## src/rtl/alu_pkg.sv

```systemverilog
// Shared opcode encodings and FSM state type for seq_alu and its divider.
// DIVU/REMU hardware is present only when DIVIDER_EN is defined.
package alu_pkg;

    localparam logic [2:0] ALU_AND  = 3'b000;
    localparam logic [2:0] ALU_OR   = 3'b001;
    localparam logic [2:0] ALU_ADD  = 3'b010;
    localparam logic [2:0] ALU_DIVU = 3'b011;
    localparam logic [2:0] ALU_SUB  = 3'b100;
    localparam logic [2:0] ALU_MUL  = 3'b101;
    localparam logic [2:0] ALU_SLT  = 3'b110;
    localparam logic [2:0] ALU_REMU = 3'b111;

    typedef enum logic [1:0] {
        IDLE     = 2'd0,
        MUL_ITER = 2'd1,
        DIV_ITER = 2'd2,
        DONE     = 2'd3
    } alu_state_t;

endpackage

```

## src/rtl/seq_divider.sv

```systemverilog
// Restoring unsigned divider: one quotient bit per cycle, W iterations after i_start.
// A zero divisor naturally yields quotient all-ones and remainder = dividend.
module seq_divider
    import alu_pkg::*;
#(
    parameter int W = 32
) (
    input  logic         i_clk,
    input  logic         i_rst,
    input  logic         i_start,
    input  logic [W-1:0] i_dividend,
    input  logic [W-1:0] i_divisor,
    output logic         o_done,
    output logic [W-1:0] o_quotient,
    output logic [W-1:0] o_remainder
);

    localparam int CW = $clog2(W + 1);
    localparam logic [CW-1:0] LAST = CW'(W - 1);

    logic [W-1:0]  r_rem;
    logic [W-1:0]  r_quo;
    logic [W-1:0]  r_div;
    logic [CW-1:0] r_cnt;
    logic          r_busy;
    logic [W:0]    w_shift;
    logic [W+1:0]  w_trial;

    // Trial is one bit wider than the shifted remainder so its sign bit is exact.
    always_comb begin
        w_shift = {r_rem, r_quo[W-1]};
        w_trial = {1'b0, w_shift} - {2'b00, r_div};
    end

    always_ff @(posedge i_clk) begin
        if (i_rst) begin
            r_rem  <= '0;
            r_quo  <= '0;
            r_div  <= '0;
            r_cnt  <= '0;
            r_busy <= 1'b0;
        end else if (i_start) begin
            r_rem  <= '0;
            r_quo  <= i_dividend;
            r_div  <= i_divisor;
            r_cnt  <= '0;
            r_busy <= 1'b1;
        end else if (r_busy) begin
            if (!w_trial[W+1]) begin
                r_rem <= w_trial[W-1:0];
                r_quo <= {r_quo[W-2:0], 1'b1};
            end else begin
                r_rem <= w_shift[W-1:0];
                r_quo <= {r_quo[W-2:0], 1'b0};
            end
            r_cnt <= r_cnt + CW'(1);
            if (r_cnt == LAST) begin
                r_busy <= 1'b0;
            end
        end
    end

    // High during the cycle whose closing edge performs the final iteration.
    assign o_done      = r_busy && (r_cnt == LAST);
    assign o_quotient  = r_quo;
    assign o_remainder = r_rem;

endmodule

```

## src/rtl/seq_alu.sv

```systemverilog
// Multi-cycle ALU: 1-cycle logic/arith, iterative shift-add MUL, optional iterative DIVU/REMU.
// Define DIVIDER_EN to build the divider; otherwise opcodes 011/111 return 0 with Zero=0.
module seq_alu
    import alu_pkg::*;
#(
    parameter int ALU_Width          = 32,
    parameter int ALU_Control_Signal = 3
) (
    input  logic                          CLK,
    input  logic                          RST,
    input  logic                          Start,
    input  logic [ALU_Width-1:0]          SrcA,
    input  logic [ALU_Width-1:0]          SrcB,
    input  logic [ALU_Control_Signal-1:0] ALUControl,
    output logic                          Busy,
    output logic                          Done,
    output logic [ALU_Width-1:0]          ALUResult,
    output logic [ALU_Width-1:0]          ResultHi,
    output logic                          Zero
);

    localparam int W  = ALU_Width;
    localparam int CW = $clog2(W + 1);
    localparam logic [CW-1:0] LAST = CW'(W - 1);

    alu_state_t                    r_state;
    logic [W-1:0]                  r_a;
    logic [W-1:0]                  r_b;
    logic [ALU_Control_Signal-1:0] r_op;
    logic [CW-1:0]                 r_cnt;
    logic [2*W-1:0]                r_prod;
    logic [W:0]                    w_madd;
    logic [W-1:0]                  w_lo;
    logic [W-1:0]                  w_hi;
    logic                          w_zero_en;
    logic                          w_zero;

`ifdef DIVIDER_EN
    logic         w_accept;
    logic         w_is_div;
    logic         w_div_done;
    logic [W-1:0] w_quo;
    logic [W-1:0] w_rem;

    assign w_accept = Start && (r_state == IDLE);
    assign w_is_div = (ALUControl == ALU_DIVU) || (ALUControl == ALU_REMU);

    seq_divider #(.W(W)) u_div (
        .i_clk       (CLK),
        .i_rst       (RST),
        .i_start     (w_accept && w_is_div),
        .i_dividend  (SrcA),
        .i_divisor   (SrcB),
        .o_done      (w_div_done),
        .o_quotient  (w_quo),
        .o_remainder (w_rem)
    );
`endif

    assign Busy = (r_state != IDLE);

    // Upper half accumulates the multiplicand; lower half shifts the multiplier out.
    always_comb begin
        w_madd = {1'b0, r_prod[2*W-1:W]} + (r_prod[0] ? {1'b0, r_a} : '0);
    end

    always_comb begin
        w_lo      = '0;
        w_hi      = '0;
        w_zero_en = 1'b1;
        case (r_op)
            ALU_AND: w_lo = r_a & r_b;
            ALU_OR:  w_lo = r_a | r_b;
            ALU_ADD: w_lo = r_a + r_b;
            ALU_SUB: w_lo = r_a - r_b;
            ALU_SLT: w_lo = {{(W-1){1'b0}}, ($signed(r_a) < $signed(r_b))};
            ALU_MUL: begin
                w_lo = r_prod[W-1:0];
                w_hi = r_prod[2*W-1:W];
            end
`ifdef DIVIDER_EN
            ALU_DIVU: w_lo = w_quo;
            ALU_REMU: w_lo = w_rem;
`else
            ALU_DIVU, ALU_REMU: w_zero_en = 1'b0;
`endif
            default: ;
        endcase
        w_zero = w_zero_en && (w_lo == '0);
    end

    always_ff @(posedge CLK) begin
        if (RST) begin
            r_state   <= IDLE;
            r_a       <= '0;
            r_b       <= '0;
            r_op      <= '0;
            r_cnt     <= '0;
            r_prod    <= '0;
            Done      <= 1'b0;
            ALUResult <= '0;
            ResultHi  <= '0;
            Zero      <= 1'b0;
        end else begin
            Done <= 1'b0;
            case (r_state)
                IDLE: begin
                    if (Start) begin
                        r_a    <= SrcA;
                        r_b    <= SrcB;
                        r_op   <= ALUControl;
                        r_cnt  <= '0;
                        r_prod <= {{W{1'b0}}, SrcB};
                        if (ALUControl == ALU_MUL) begin
                            r_state <= MUL_ITER;
`ifdef DIVIDER_EN
                        end else if (w_is_div) begin
                            r_state <= DIV_ITER;
`endif
                        end else begin
                            r_state <= DONE;
                        end
                    end
                end
                MUL_ITER: begin
                    r_prod <= {w_madd, r_prod[W-1:1]};
                    r_cnt  <= r_cnt + CW'(1);
                    if (r_cnt == LAST) begin
                        r_state <= DONE;
                    end
                end
                DIV_ITER: begin
`ifdef DIVIDER_EN
                    if (w_div_done) begin
                        r_state <= DONE;
                    end
`else
                    r_state <= IDLE;
`endif
                end
                DONE: begin
                    ALUResult <= w_lo;
                    ResultHi  <= w_hi;
                    Zero      <= w_zero;
                    Done      <= 1'b1;
                    r_state   <= IDLE;
                end
                default: r_state <= IDLE;
            endcase
        end
    end

endmodule

```

## config.mk

```make
export PLATFORM = sky130hd
export DESIGN_NAME = seq_alu
export DESIGN_NICKNAME = d
export VERILOG_FILES = /design/src/rtl/alu_pkg.sv /design/src/rtl/seq_divider.sv /design/src/rtl/seq_alu.sv
export SDC_FILE = /design/constraint.sdc
export NUM_CORES = 1
export LEC_CHECK = 0
export ABC_AREA = 0
export CAP_MARGIN = 10
export CELL_PAD_IN_SITES_DETAIL_PLACEMENT = 2
export CELL_PAD_IN_SITES_GLOBAL_PLACEMENT = 2
export CORE_MARGIN = 5
export CORE_UTILIZATION = 34
export DETAILED_ROUTE_END_ITERATION = 6
export GPL_TIMING_DRIVEN = 0
export PLACE_DENSITY_LB_ADDON = 0.1
export SLEW_MARGIN = 20
export SYNTH_ARGS = -nofsm -noshare
export SYNTH_HDL_FRONTEND = slang
export SYNTH_SLANG_ARGS = --single-unit
```

## constraint.sdc

```tcl
create_clock -name CLK -period 3.8 [get_ports CLK]
set_input_delay 0.76 -clock CLK [delete_from_list [all_inputs] [get_ports CLK]]
set_output_delay 0.76 -clock CLK [all_outputs]
set_load 0.02 [all_outputs]
```

Word level (Yosys, flattened, before mapping)
Index checks and enable logic that the tools add are counted.

Output and inout bits: 67. Flip-flop bits (word level): 205. Word-level logic and storage cells: 55. Bits of input ports: 70.

Reduce and logical (&&, ||, !) cells: 11. Bitwise operators: 2. Multiplexer cells: 13. $add $sub $neg: 4. Magnitude comparators: 1. Equality and inequality tests: 14.

Operators by type and width (count): $pmux W32 S6 (1); $pmux W64 S2 (1); $mux W32 (2); $mux W64 (1); $add A32 B32 Y33 (1); $add A32 B32 Y32 (1); $and A32 B32 Y32 (1); $logic_not A32 Y1 (1); $lt A32 B32 Y1 (1); $or A32 B32 Y32 (1); $sub A32 B32 Y32 (1); $eq A3 B3 Y1 const B (5); $pmux W6 S2 (1); $add A6 B1 Y6 const B (1); $eq A3 B2 Y1 const B (2); $eq A6 B5 Y1 const B (1); $mux W2 (3); $mux W6 (1); $pmux W2 S3 (1); $reduce_and A2 Y1 (3); $eq A2 B2 Y1 const B (2); $ne A2 B2 Y1 const B (2); $reduce_bool A2 Y1 (2); $reduce_or A2 Y1 (2); 6 further kinds (7).

Longest topological paths before layout
Gate-level depths: netlist (run 1).

Depth after elaboration: 4. Mapped depth: 16. Mapped depth without buffers: 15.

Least setup slack after synthesis (run 1)
OpenSTA, ideal clock, no wires.

Path kind: register to register. Start point: reg r_a[0]. End point: reg Zero. Data arrival time: 3.157 ns. Setup time: 0.084 ns. Path slack: 0.558 ns. Data required time: 3.716 ns. Period minus slack after synthesis: 3.242 ns. Path buffers: 0. Cell stages (with the launch flop): 16. Cells stage by stage: dfxtp_1 -> inv_1 -> ha_1 -> fa_1 -> nor2_1 -> o311ai_1 -> a211oi_1 -> o211a_1 -> o21ai_1 -> a211o_1 -> a22oi_1 -> nor4b_1 -> and4b_1 -> and4_1 -> nand3_1 -> o31ai_2.

Cells in the longest elaborated chain, start to end: 4. Elaborated cells between the ends (all ways): 8. Those cells by class: add/sub (2); order compare (1); mux (1); bitwise (2); reduce/logical (2).

Ends and longest elaborated chain: start, declared (line seq_alu.sv:27) `logic [W-1:0] r_a;`; start signal, assigned (line seq_alu.sv:109) `r_a <= SrcA;`; $sub A32 B32 Y32, or another cell as far along (line seq_alu.sv:75) `ALU_SUB: w_lo = r_a - r_b;`; $pmux W32 S6 (*) (line seq_alu.sv:71) `case (r_op)`; $logic_not A32 Y1 (*) (line seq_alu.sv:89) `w_zero = w_zero_en && (w_lo == '0);`; $logic_and A1 B1 Y1 (*) (line seq_alu.sv:89); end signal, assigned (line seq_alu.sv:144) `Zero <= w_zero;`; end, declared (line seq_alu.sv:19) `output logic Zero`.

Mark *: on every way between the ends. The rest lies on a longest branch, timed or not. A chain may end at the register's enable or synchronous reset.

Final worst setup path (run 1)
Start point: reg r_op[0]. End point: reg Zero.

Cells in the longest elaborated chain, start to end: 4. Elaborated cells between the ends (all ways): 13. Those cells by class: eq/ne (7); mux (2); reduce/logical (4).

Ends and longest elaborated chain: start, declared (line seq_alu.sv:29) `logic [ALU_Control_Signal-1:0] r_op;`; start signal, assigned (line seq_alu.sv:111) `r_op <= ALUControl;`; $eq A3 B3 Y1, or another cell as far along (line seq_alu.sv:71); $pmux W32 S6 / $reduce_or A2 Y1 (equally long branches) (line seq_alu.sv:71); $logic_not A32 Y1 / $mux W1 (equally long branches) (line seq_alu.sv:89, seq_alu.sv:71); $logic_and A1 B1 Y1 (*) (line seq_alu.sv:89).

Marked as above.

==> impl_results.md, run 1 <==
* Initial antenna violation count at 0
* Root Buffer: clkbuf_16
* Synthesis Warnings at 0
* Delay-heaviest family, CP: simple AND/OR/NAND/NOR gates
* HP Class: flop to flop
* Number of buffers and inverters on the critical path at 3
* Critical path endpoint category: flop
* Mux cell area share after synthesis at 1.70%
* First-pass GRT wire length at 102000 um
* Syn avg cell area at 7.53 sq um
* Horiz. Die Dim at 215 um
* Clock Sinks at 205
* Hold wc startpoint: ALUResult[22]
* Rel. slew slack at 23.1%
* Worst setup margin at 0.0447 ns
* Worst Clk Skew at 0.0139 ns
* Worst path slowest cell: nor2_1
* Largest net degree at the start of global routing at 20
* Endpoints failing hold at 0
* Reg2Reg Setup Slack at 0.04 ns
* Die H at about 220 um
* Critical Path RT at 4.28 ns
* Clk slew on worst S/H paths at 0.07 ns
* Final Power at about 7.0 mW
* DR WL/cell at 25.8 um
* DR pass1 iterations at 5
* Cts bufs inserted at 27
* Hold Path Sink: ALUResult[22]
* Ant diodes at 0
* Post-synthesis compound-gate area fraction at 27.2%
* Number of global-route vias before repair at ~16000
* Final Critical Period at 3.76 ns
* Syn Std Cell Area at around 14000 sq um
* Clk buf depth at 3
* Share of the synthesized area in the top cell type at 28.7%
* Place WS at -0.921 ns
* Vias at 15300
* Final setup viols at 0
* Crit-path cells: clkbuf_2 > nor2_1 > nand2_1 > buf_2 > buf_4 > o311ai_0 > o2bb2ai_1 > nor3_4 > and4b_1 > and4_1 > nand3_1 > o31ai_2
* Status: finished, final reports clean
* Skew-Pair Late Insertion Delay at slightly below 0.6 ns
* Total gr overflow at 0
* Layout Nets at between 2000 and 2500
* Fmax achieved at 266 MHz
* Final wirelength at 67800 um
* Top FF cell, synth: dfxtp_1
* Yosys cell types at 86
* Port bufs at 135
* Core footprint at 41800 sq um
* Full die area at 46300 sq um
* Crit path DAT at 4.23 ns
* Area grow syn2layout at 24.3%
* Ys async rst share at 0%
* Worst slew pin tran at 1.15 ns
* Routability congestion estimate at 0.946
* RSZ-0062 raised after global routing: yes
* CP Class: flop to flop
* Final hold slack at 0.455 ns
* Final Util at 42.6%
* Yosys reg bits at slightly above 200
* Max_cap viols at 0
* Hold path cells at 2
* Post-DRT Antenna Nets at 0
* Synth Area in Adders at 12.1%
* Simple-gate area share of the yosys netlist at 21.5%
* EDFF count, synth at 0
* DRC errors left at 0
* Htree depth at 1
* Largest area contributor in the synthesized netlist: dfxtp_1
* Reg2reg start: r_op[0]
* CTS tree: done
* CP peak stage delay at 0.67 ns
* CP Max Fanout at 10
* Initial detailed-routing violation count at 843
* Vias/cell at 5.82
* Pwr per Cell Area at 394 nW/um^2
* Synth Area in XOR/XNOR at between 2 and 3%
* Synth Instances at 1899
* Total nets after synthesis at 2105
* VDD IR-drop max at ~0.00031 V
* Total GRT Usage at 28.0%
* R2r worst-path depth at 12
* Max Slew Vio Count at 0
* Pleak at between 7 and 8 nW
* Reg2reg end: Zero
* Hpwl dp at roughly 53000 um
* FP Rows at between 70 and 80
* I/O pin count at between 100 and 150
* Post-synthesis sequential area ratio at 28.7%
* Startpoint Class: flop
* Share of layout cells above drive strength 1 at 9.06%
* Initial Util at 34.3%
* Crit path from: r_op[0]
* Synth area leaders: dfxtp_1 29%, ha_1 12%, nand2_1 7.5%, a21oi_1 5.9%, nor2_1 4.4%
* Largest family of logic cells by synthesized area: compound AO/OA/AOI/OAI gates
* Period utilisation layout at 98.8%
* CTS hold repair buffers at 0
## registers in the layout, indices dropped and copies added (netlist names)
register and flops:
r_cnt 6, r_b 32, r_prod 64, Done 1, Zero 1, ResultHi 32, r_state 2, r_op 3
r_a 32, ALUResult 32
## worst register-to-register path: stages (launching register included)
cell and delay [ns]:
dfxtp_1 0.31, clkbuf_2 0.24, nor2_1 0.67, nand2_1 0.39
buf_2 0.35, buf_4 0.26, o311ai_0 0.36, o2bb2ai_1 0.34
nor3_4 0.13, and4b_1 0.25, and4_1 0.19, nand3_1 0.10
o31ai_2 0.06
## cells in the final DEF, fill, tap and decap left out, types with 7 or more instances in the layout
cell             synthesis  final
nand2b_1                24     24
nor2_1                 167    163
clkdlybuf4s50_1          0    135
a221oi_1                11      8
a22oi_1                 47     44
buf_2                   11     11
dfxtp_1                205    188
nor2b_1                 16     16
a211oi_1                21     16
ha_1                   133    123
o211ai_1                14     14
o21ai_0                 60     56
o31ai_1                 10      7
o21bai_1                20     18
a31oi_1                 54     52
and2_1                  42     42
o21ai_1                  9      8
xor2_1                  17     17
a22o_1                  21     21
xnor2_1                 24     24
a21oi_1                169    166
nand3_1                 42     42
clkbuf_1               100     76
and3_1                  13     13
dfxtp_2                  0     12
nand4_1                  9      9
clkbuf_16                0     27
mux2i_1                 22     22
nand2_1                286    283
inv_1                  112    112
o21a_1                   7      7
o221ai_1                 8      8
nor3_1                  45     40
buf_4                    0     13
a21o_1                  40     40
clkbuf_2                 0     16
## synth_stat cells (4+ instances only)
cell type / count
dfxtp_1: 205
nand4_1: 9
o211ai_1: 14
and3_1: 13
a22oi_1: 47
nor2_1: 167
mux2i_1: 22
o221ai_1: 8
nand2b_1: 24
o41a_1: 4
o41ai_1: 5
a311oi_1: 6
xor2_1: 17
o22ai_1: 5
inv_1: 112
clkbuf_1: 100
o31a_1: 4
a221o_1: 6
buf_2: 11
or3_1: 5
buf_1: 9
o21ai_0: 60
o21a_1: 7
nand3b_1: 4
o31ai_1: 10
and2_1: 42
nor4_1: 6
nor2b_1: 16
nand3_1: 42
o21bai_1: 20
a31oi_1: 54
a211o_1: 5
a22o_1: 21
nor3_1: 45
and4_1: 6
o21ai_1: 9
nand2_1: 286
a21oi_1: 169
xnor2_1: 24
a211oi_1: 21
a221oi_1: 11
a21o_1: 40
o311ai_0: 4
ha_1: 133
## layout make-up
cell class | count | area (sq um)
plain buffers | 111 | 477
inverters | 117 | 440
repair buffers | 148 | 1450
flip-flops and latches | 205 | 4140
multi-input cells | 1456 | 9660
fillers | 4741 | 24000
clock buffers | 34 | 742
clock inverters | 15 | 205
well taps | 539 | 674
## stage by stage
step | instances | setup TNS (ns) | area (sq um)
2_1_floorplan | 1899 | 0 | 14300
3_3_place_gp | 2573 | -25.66 | 16300
3_5_place_dp | 2573 | -26.76 | 16300
4_1_cts | 2621 | -0.0127 | 17600
5_1_grt | 2625 | -0.0766 | 17800
6_report | 2625 | 0 | 17800
## worst max path at each step
| stage | to | slack, ns | cells after the start |
|---|---|---|---|
| after floorplan | Zero | 0.56 | 15 |
| after global placement | Zero | -0.93 | 13 |
| after detailed placement | Zero | -0.92 | 13 |
| after CTS | Zero | -0.01 | 16 |
| after global routing | Zero | -0.08 | 15 |
| final | Zero | 0.04 | 12 |
## routing by layer
layer  share of wire (%)  vias to the layer above  routed length [um]  GRT usage (%)
met4                 2.8                        0                1910           7.13
li1                    -                     7074                   -              -
met2                  48                      315               32500           48.8
met5                   0                        -                   0              0
met3                 3.7                      102                2530           3.17
met1                  45                     7787               30900           37.2
## timing repair
item / CTS / global route
pin swaps: 10 / 16
setup buffers: 7 / 5
resized for setup: 72 / 63
endpoints found under the setup margin: 61 / 8
## power by group
| part | total, mW | internal [mW] | switching (mW) |
|---|---|---|---|
| clock | 2.78 | 1.66 | 1.12 |
| combinational | 1.86 | 0.644 | 1.22 |
| sequential | 2.36 | 2.24 | 0.122 |
## cell families (layout without fill, tap and decap cells)
logic type,count (synthesis),in the layout
AND/OR/NAND/NOR,682,682
flip-flops,205,205
AO/OA/AOI/OAI,574,574
XOR/XNOR,41,41
multiplexers,23,23
adder cells (fa/ha/maj),136,136
buffers and inverters,238,425
Note: power is estimated with default switching activity, not from simulation.
==> run 2, diff against run 1 <==
--- a/config.mk
+++ b/config.mk
@@ -13,8 +13,10 @@
 export CORE_UTILIZATION = 34
 export DETAILED_ROUTE_END_ITERATION = 6
 export GPL_TIMING_DRIVEN = 0
+export HOLD_SLACK_MARGIN = 0.15
 export PLACE_DENSITY_LB_ADDON = 0.1
 export SLEW_MARGIN = 20
 export SYNTH_ARGS = -nofsm -noshare
 export SYNTH_HDL_FRONTEND = slang
 export SYNTH_SLANG_ARGS = --single-unit
+export TNS_END_PERCENT = 1
==> run 2 against run 1 <==
Sequential cell count did not move. Sequential share of layout area about the same. Critical endpoint unchanged. Critical path type unchanged. Largest power group unchanged. Hold slack about the same.
==> impl_results.md, run 2 (synthesis gave the netlist of run 1 again) <==
* Pleak at 7.14 nW (about the same)
* Reg2Reg Setup Slack at 0.06 ns (was 0.04 ns)
* Final setup TNS at 0 ns (unchanged)
* FP Rows at 75 (unchanged)
* Register share of total power at 33.7% (about the same)
* Cts bufs inserted at 27 (unchanged)
* Reg2reg start: r_b[0] (was r_op[0])
* Hold wc startpoint: ALUResult[22] (unchanged)
* Int Pwr at 4.55 mW (about the same)
* CP peak stage delay at 0.41 ns (was 0.67 ns)
* Full die area at 46300 sq um (unchanged)
* Largest net degree at the start of global routing at 20 (unchanged)
* Share of layout cells above drive strength 1 at 9.02% (was 9.06%)
* Worst Clk Skew at 0.0144 ns (was 0.0139 ns)
* Worst slew pin tran at 1.21 ns (was 1.15 ns)
* Endpoints failing hold at 0 (unchanged)
* Max Slew Vio Count at 0 (unchanged)
* Final setup viols at 0 (unchanged)
* Htree depth at 1 (unchanged)
* Pwr per Cell Area at 395 nW/um^2 (was 394 nW/um^2)
* Clock power share at 39.8% (was 39.7%)
* Area grow syn2layout at 24.3% (about the same)
* Port bufs at 135 (unchanged)
* DRC errors left at 0 (unchanged)
* RSZ-0062 raised after global routing: yes (unchanged)
* Total GRT Usage at 28.0% (unchanged)
* Most frequent cells in the layout: 283 x nand2_1, 188 x dfxtp_1, 166 x a21oi_1 (unchanged)
* Routability congestion estimate at 0.946 (unchanged)
* R2r worst-path depth at 15 (was 12)
* Top reg by flops: r_prod (unchanged)
* HP Class: flop to flop (unchanged)
* Initial antenna violation count at 0 (unchanged)
* Number of buffers and inverters on the critical path at 1 (was 3)
* Worst path slowest cell: fa_1 (was nor2_1)
* Crit path DAT at 4.24 ns (was 4.23 ns)
* Max reg flops at 64 (unchanged)
* Worst setup margin at 0.0591 ns (was 0.0447 ns)
* Final Util at 42.6% (about the same)
* CTS tree: done (unchanged)
* Final Critical Period at 3.74 ns (was 3.76 ns)
* Delay-heaviest family, CP: simple AND/OR/NAND/NOR gates (unchanged)
* Hold path cells at 2 (unchanged)
* Post-DRT Antenna Nets at 0 (unchanged)
* Layout Nets at 2271 (was 2272)
* Critical Path RT at 4.30 ns (was 4.28 ns)
* Startpoint Class: flop (unchanged)
* DR WL/cell at 25.8 um (about the same)
* Commonest non-fill, non-tap cell in the layout: nand2_1 (unchanged)
* Total gr overflow at 0 (unchanged)
* CP Max Fanout at 5 (was 10)
* Initial Util at 34.3% (unchanged)
* Number of global-route vias before repair at 16500 (unchanged)
* Skew-Pair Late Insertion Delay at 0.59 ns (was 0.58 ns)
* Vias at 15300 (about the same)
* Status: finished, final reports clean (unchanged)
* CP Class: flop to flop (unchanged)
* Die H at 215 um (unchanged)
* First-pass GRT wire length at 102000 um (unchanged)
* Horiz. Die Dim at 215 um (unchanged)
* Initial detailed-routing violation count at 860 (was 843)
* Crit-path cells: ha_2 > inv_1 > fa_1 > nor2b_1 > o21bai_2 > and4bb_1 > nor2_4 > o221ai_1 > a22oi_2 > nand4_1 > nor3_4 > and4b_1 > and4_1 > nand3_1 > o31ai_2 (was clkbuf_2 > nor2_1 > nand2_1 > buf_2 > buf_4 > o311ai_0 > o2bb2ai_1 > nor3_4 > and4b_1 > and4_1 > nand3_1 > o31ai_2)
* DR pass1 iterations at 5 (unchanged)
* Clk buf depth at 3 (unchanged)
* Clk slew on worst S/H paths at 0.07 ns (about the same)
* Core footprint at 41800 sq um (unchanged)
* Max_cap viols at 0 (unchanged)
* Switching component of the power at 2.47 mW (was 2.46 mW)
* Period utilisation layout at 98.4% (was 98.8%)
* Reg2reg end: Zero (unchanged)
* Combinational power share at 26.5% (was 26.6%)
* Hold Path Sink: ALUResult[22] (unchanged)
* Critical path endpoint category: flop (unchanged)
* VDD IR-drop max at 0.000305 V (was 0.000306 V)
* I/O pin count at 137 (unchanged)
* Fraction of power spent switching nets at 35.2% (was 35.1%)
* Clock Sinks at 205 (unchanged)
* Rel. slew slack at 19.6% (was 23.1%)
* Root Buffer: clkbuf_16 (unchanged)
* Final wirelength at 67800 um (about the same)
* Place WS at -0.921 ns (unchanged)
* Fmax achieved at 267 MHz (was 266 MHz)
* Hpwl dp at 52900 um (unchanged)
* Vias/cell at 5.83 (was 5.82)
-- run 2: metal layers --
metal,GRT usage [%],part of all wire (%)
met5,0,0
met4,7.13,2.8
met3,3.17,4.1
met2,48.8,48
met1,37.2,45
-- run 2: worst max path at each step --
stage                  from   end  slack, ns  cells past startpoint
floorplan            r_a[0]  Zero       0.56                     15
global placement    r_op[0]  Zero      -0.93                     13
detailed placement  r_op[0]  Zero      -0.92                     13
CTS                  r_a[0]  Zero      -0.01                     16
global route         r_b[0]  Zero      -0.08                     15
finish               r_b[0]  Zero       0.06                     15
-- run 2: power groups by stage --
| stage | sequential [mW] | clock [mW] | combinational [mW] |
|---|---|---|---|
| floorplan | 2.36 | 0 | 1.05 |
| global placement | 2.39 | 0 | 1.65 |
| detailed placement | 2.40 | 0 | 1.70 |
| CTS | 2.36 | 2.83 | 1.78 |
| global route | 2.37 | 2.91 | 2.00 |
| finish | 2.36 | 2.79 | 1.86 |
-- run 2: area by class of cell --
type	count	area, sq um
fill	4741	24000
multi-input combinational	1456	9660
sequential	205	4140
timing repair buffer	147	1450
clock buffer	34	742
tap	539	674
buffer	111	477
inverter	117	440
clock inverter	15	205
antenna	1	2.50
-- run 2: through the flow --
step	power (mW)	cells	instance area [sq um]	hold slack, ns
after floorplan	3.40	1899	14300	0.449
after global placement	4.04	2573	16300	0.440
after detailed placement	4.10	2573	16300	0.450
after CTS	6.96	2621	17600	0.463
after global routing	7.28	2624	17800	0.481
final	7.02	2625	17800	0.455
-- run 2: worst reg2reg max path, stage by stage, from the launching register on --
cell      delay, ns
dfxtp_1        0.38
ha_2           0.28
inv_1          0.07
fa_1           0.41
nor2b_1        0.22
o21bai_2       0.14
and4bb_1       0.29
nor2_4         0.22
o221ai_1       0.16
a22oi_2        0.26
nand4_1        0.20
nor3_4         0.28
and4b_1        0.27
and4_1         0.21
nand3_1        0.10
o31ai_2        0.19
-- run 2: timing repair --
item / in CTS / in global routing
setup buffers: 7 / 4
pin swaps: 10 / 15
hold buffers: 0 / 0
endpoints found under the setup margin: 61 / 8
resized for setup: 72 / 63
==> run 3, diff against run 2 <==
--- a/config.mk
+++ b/config.mk
@@ -10,8 +10,9 @@
 export CELL_PAD_IN_SITES_DETAIL_PLACEMENT = 2
 export CELL_PAD_IN_SITES_GLOBAL_PLACEMENT = 2
 export CORE_MARGIN = 5
-export CORE_UTILIZATION = 34
+export CORE_UTILIZATION = 38
 export DETAILED_ROUTE_END_ITERATION = 6
+export DONT_BUFFER_PORTS = 1
 export GPL_TIMING_DRIVEN = 0
 export HOLD_SLACK_MARGIN = 0.15
 export PLACE_DENSITY_LB_ADDON = 0.1
==> run 3 against run 2 <==
The run now ends with setup timing left. Die area down 10%. Worst setup slack worse by 0.12 ns. Sequential cell count unchanged. Sequential power about the same. Hold slack worse by 0.15 ns. Via count down 3.2%. Wire length down 2.7%. Critical path depth down 4. Critical path type unchanged. Highest routed layer is now met5.
==> impl_results.md, run 3 (synthesis gave the netlist of run 1 again) <==
* Largest net degree at the start of global routing at 20 (unchanged)
* FILL cells at 4323 (was 4741)
* Port bufs at 0 (was 135)
* Area grow syn2layout at 14.6% (was 24.3%)
* Rel. slew slack at 24.6% (was 19.6%)
* Initial antenna violation count at 3 (was 0)
* M1 wire length at 28600 um (was 30500 um)
* Final setup TNS at -0.0619 ns (was 0 ns)
* HP Class: primary input to flop (was flop to flop)
* CP Max Fanout at 10 (was 5)
* Top Layer Used: met5 (was met4)
* Final wirelength at 65900 um (was 67800 um)
* CP Capture Point: Zero (unchanged)
* VDD IR-drop max at 0.000312 V (was 0.000305 V)
* Reg2reg start: r_op[2] (was r_b[0])
* Worst slew pin tran at 1.13 ns (was 1.21 ns)
* Max reg flops at 64 (unchanged)
* Horiz. Die Dim at 204 um (was 215 um)
* Number of global-route vias before repair at 15900 (was 16500)
* Hpwl dp at 52000 um (was 52900 um)
* Vias at 14800 (was 15300)
* Full die area at 41600 sq um (was 46300 sq um)
* Core footprint at 37400 sq um (was 41800 sq um)
* Die H at 204 um (was 215 um)
* FP Rows at 71 (was 75)
* Total GRT Usage at 30.6% (was 28.0%)
* Status: finished, violations left (was finished, final reports clean)
* Initial Util at 38.3% (was 34.3%)
* Post-layout instance area at 16400 sq um (was 17800 sq um)
* RSZ-0062 raised after global routing: yes (unchanged)
* Area after DPL at 14900 sq um (was 16300 sq um)
* Vias/cell at 6.00 (was 5.83)
* Pleak at 6.65 nW (was 7.14 nW)
* DR WL met3 at 3590 um (was 2770 um)
* Most frequent cells in the layout: 282 x nand2_1, 187 x dfxtp_1, 165 x a21oi_1 (was 283 x nand2_1, 188 x dfxtp_1, 166 x a21oi_1)
* Clock Sinks at 205 (unchanged)
* Final Critical Period at 3.86 ns (was 3.74 ns)
* Max Slew Vio Count at 0 (unchanged)
* Startpoint Class: flop (unchanged)
* Layout Nets at 2143 (was 2271)
* Fmax achieved at 259 MHz (was 267 MHz)
* DR WL met2 at 31600 um (was 32600 um)
* DRC errors left at 0 (unchanged)
* I/O pin count at 137 (unchanged)
* R2r worst-path depth at 11 (was 15)
* Htree depth at 1 (unchanged)
* Commonest non-fill, non-tap cell in the layout: nand2_1 (unchanged)
* Initial detailed-routing violation count at 831 (was 860)
* First-pass GRT wire length at 97800 um (was 102000 um)
* Worst setup margin at -0.0619 ns (was 0.0591 ns)
* Total gr overflow at 0 (unchanged)
* CTS hold repair buffers at 0 (unchanged)
* Pwr per Cell Area at 410 nW/um^2 (was 395 nW/um^2)
* Final setup viols at 1 (was 0)
* DR WL/cell at 26.7 um (was 25.8 um)
* Endpoints failing hold at 0 (unchanged)
* Critical path endpoint category: flop (unchanged)
* Worst Clk Skew at 0.0192 ns (was 0.0144 ns)
* Clk buf depth at 3 (unchanged)
* Critical Path RT at 4.28 ns (was 4.30 ns)
* Crit path DAT at 4.34 ns (was 4.24 ns)
* Max_cap viols at 0 (unchanged)
* Period utilisation layout at 102% (was 98.4%)
* Skew-Pair Late Insertion Delay at 0.58 ns (was 0.59 ns)
* CTS tree: done (unchanged)
* Clk slew on worst S/H paths at 0.06 ns (was 0.07 ns)
* Top reg by flops: r_prod (unchanged)
* DR pass1 iterations at 5 (unchanged)
* CP Class: flop to flop (unchanged)
* Failing checks: setup timing
* Crit path from: r_op[2] (was r_b[0])
* Routability congestion estimate at 0.920 (was 0.946)
* Post-DRT Antenna Nets at 0 (unchanged)
* Cts bufs inserted at 26 (was 27)
* Share of layout cells above drive strength 1 at 9.67% (was 9.02%)
* Root Buffer: clkbuf_16 (unchanged)
* Reg2Reg Setup Slack at -0.06 ns (was 0.06 ns)
* Reg2reg end: Zero (unchanged)
-- run 3: changes by cell type in the layout (fill, tap and decap cells not counted), moves of 3 or more --
cell	change
clkbuf_4	+3
buf_4	+5
dfxtp_4	-3
clkinv_2	-4
dfxtp_2	+4
clkbuf_1	+6
clkdlybuf4s50_1	-135
-- run 3: through the flow --
stage | util [%] | hold slack (ns) | total power, mW | worst slack, ns | instances
after floorplan | - | 0.449 | 3.40 | 0.558 | 1899
after global placement | 40.0 | 0.463 | 3.94 | -0.848 | 2410
after detailed placement | 40.0 | 0.476 | 4.00 | -0.962 | 2410
after CTS | 43.0 | 0.287 | 6.66 | -0.0255 | 2460
after global routing | 43.8 | 0.307 | 6.99 | -0.0674 | 2466
final | 43.8 | 0.309 | 6.73 | -0.0619 | 2467
-- run 3: worst min-delay path by stage --
| stage | startpoint | to | slack [ns] | cells past startpoint |
|---|---|---|---|---|
| after floorplan | r_prod[57] | r_prod[57] | 0.45 | 2 |
| after global placement | r_b[17] | r_b[17] | 0.46 | 2 |
| after detailed placement | r_b[25] | r_b[25] | 0.48 | 2 |
| after CTS | SrcA[4] | r_a[4] | 0.29 | 2 |
| after global routing | SrcA[11] | r_a[11] | 0.31 | 2 |
| final | SrcA[4] | r_a[4] | 0.31 | 2 |
-- run 3: area by class of cell --
type | count | area (sq um) | share of cell area, %
Antenna cell | 1 | 2.50 | 0.0153
Tap cell | 511 | 639 | 3.90
Clock buffer | 38 | 756 | 4.61
Sequential cell | 205 | 4130 | 25.2
Clock inverter | 8 | 128 | 0.778
Timing Repair Buffer | 17 | 128 | 0.778
Inverter | 117 | 440 | 2.69
Buffer | 114 | 493 | 3.01
Multi-Input combinational cell | 1456 | 9680 | 59.0
-- run 3: worst max-delay path, stage by stage (launching register included) --
cell and delay, ns:
dfxtp_1 0.51, clkbuf_2 0.39, clkbuf_1 0.58, o21ai_0 0.29, a22oi_1 0.43, and4b_1 0.35, nand4_1 0.17, nor3_2 0.25
and4b_1 0.27, and4_1 0.22, nand3_1 0.10, o31ai_2 0.19
-- run 3: power by group --
| group | switching [mW] | internal (mW) | leakage, nW | total, mW |
|---|---|---|---|---|
| sequential | 0.132 | 2.24 | 1.68 | 2.37 |
| clock | 1.06 | 1.52 | 0.423 | 2.58 |
| combinational | 1.20 | 0.575 | 4.55 | 1.77 |
| total | 2.39 | 4.34 | 6.65 | 6.73 |
-- run 3: layer usage --
layer	up-vias	GRT usage, %
met1	7492	38.8
met2	385	52.9
li1	6808	-
met3	111	5.55
met4	4	9.31
met5	-	0
-- run 3: repair_timing --
item / in CTS / in global routing
pin swaps: 12 / 13
buffers inserted: 10 / 7
endpoints found under the hold margin: 0 / 0
resized for setup: 64 / 73
endpoints found under the setup margin: 59 / 5
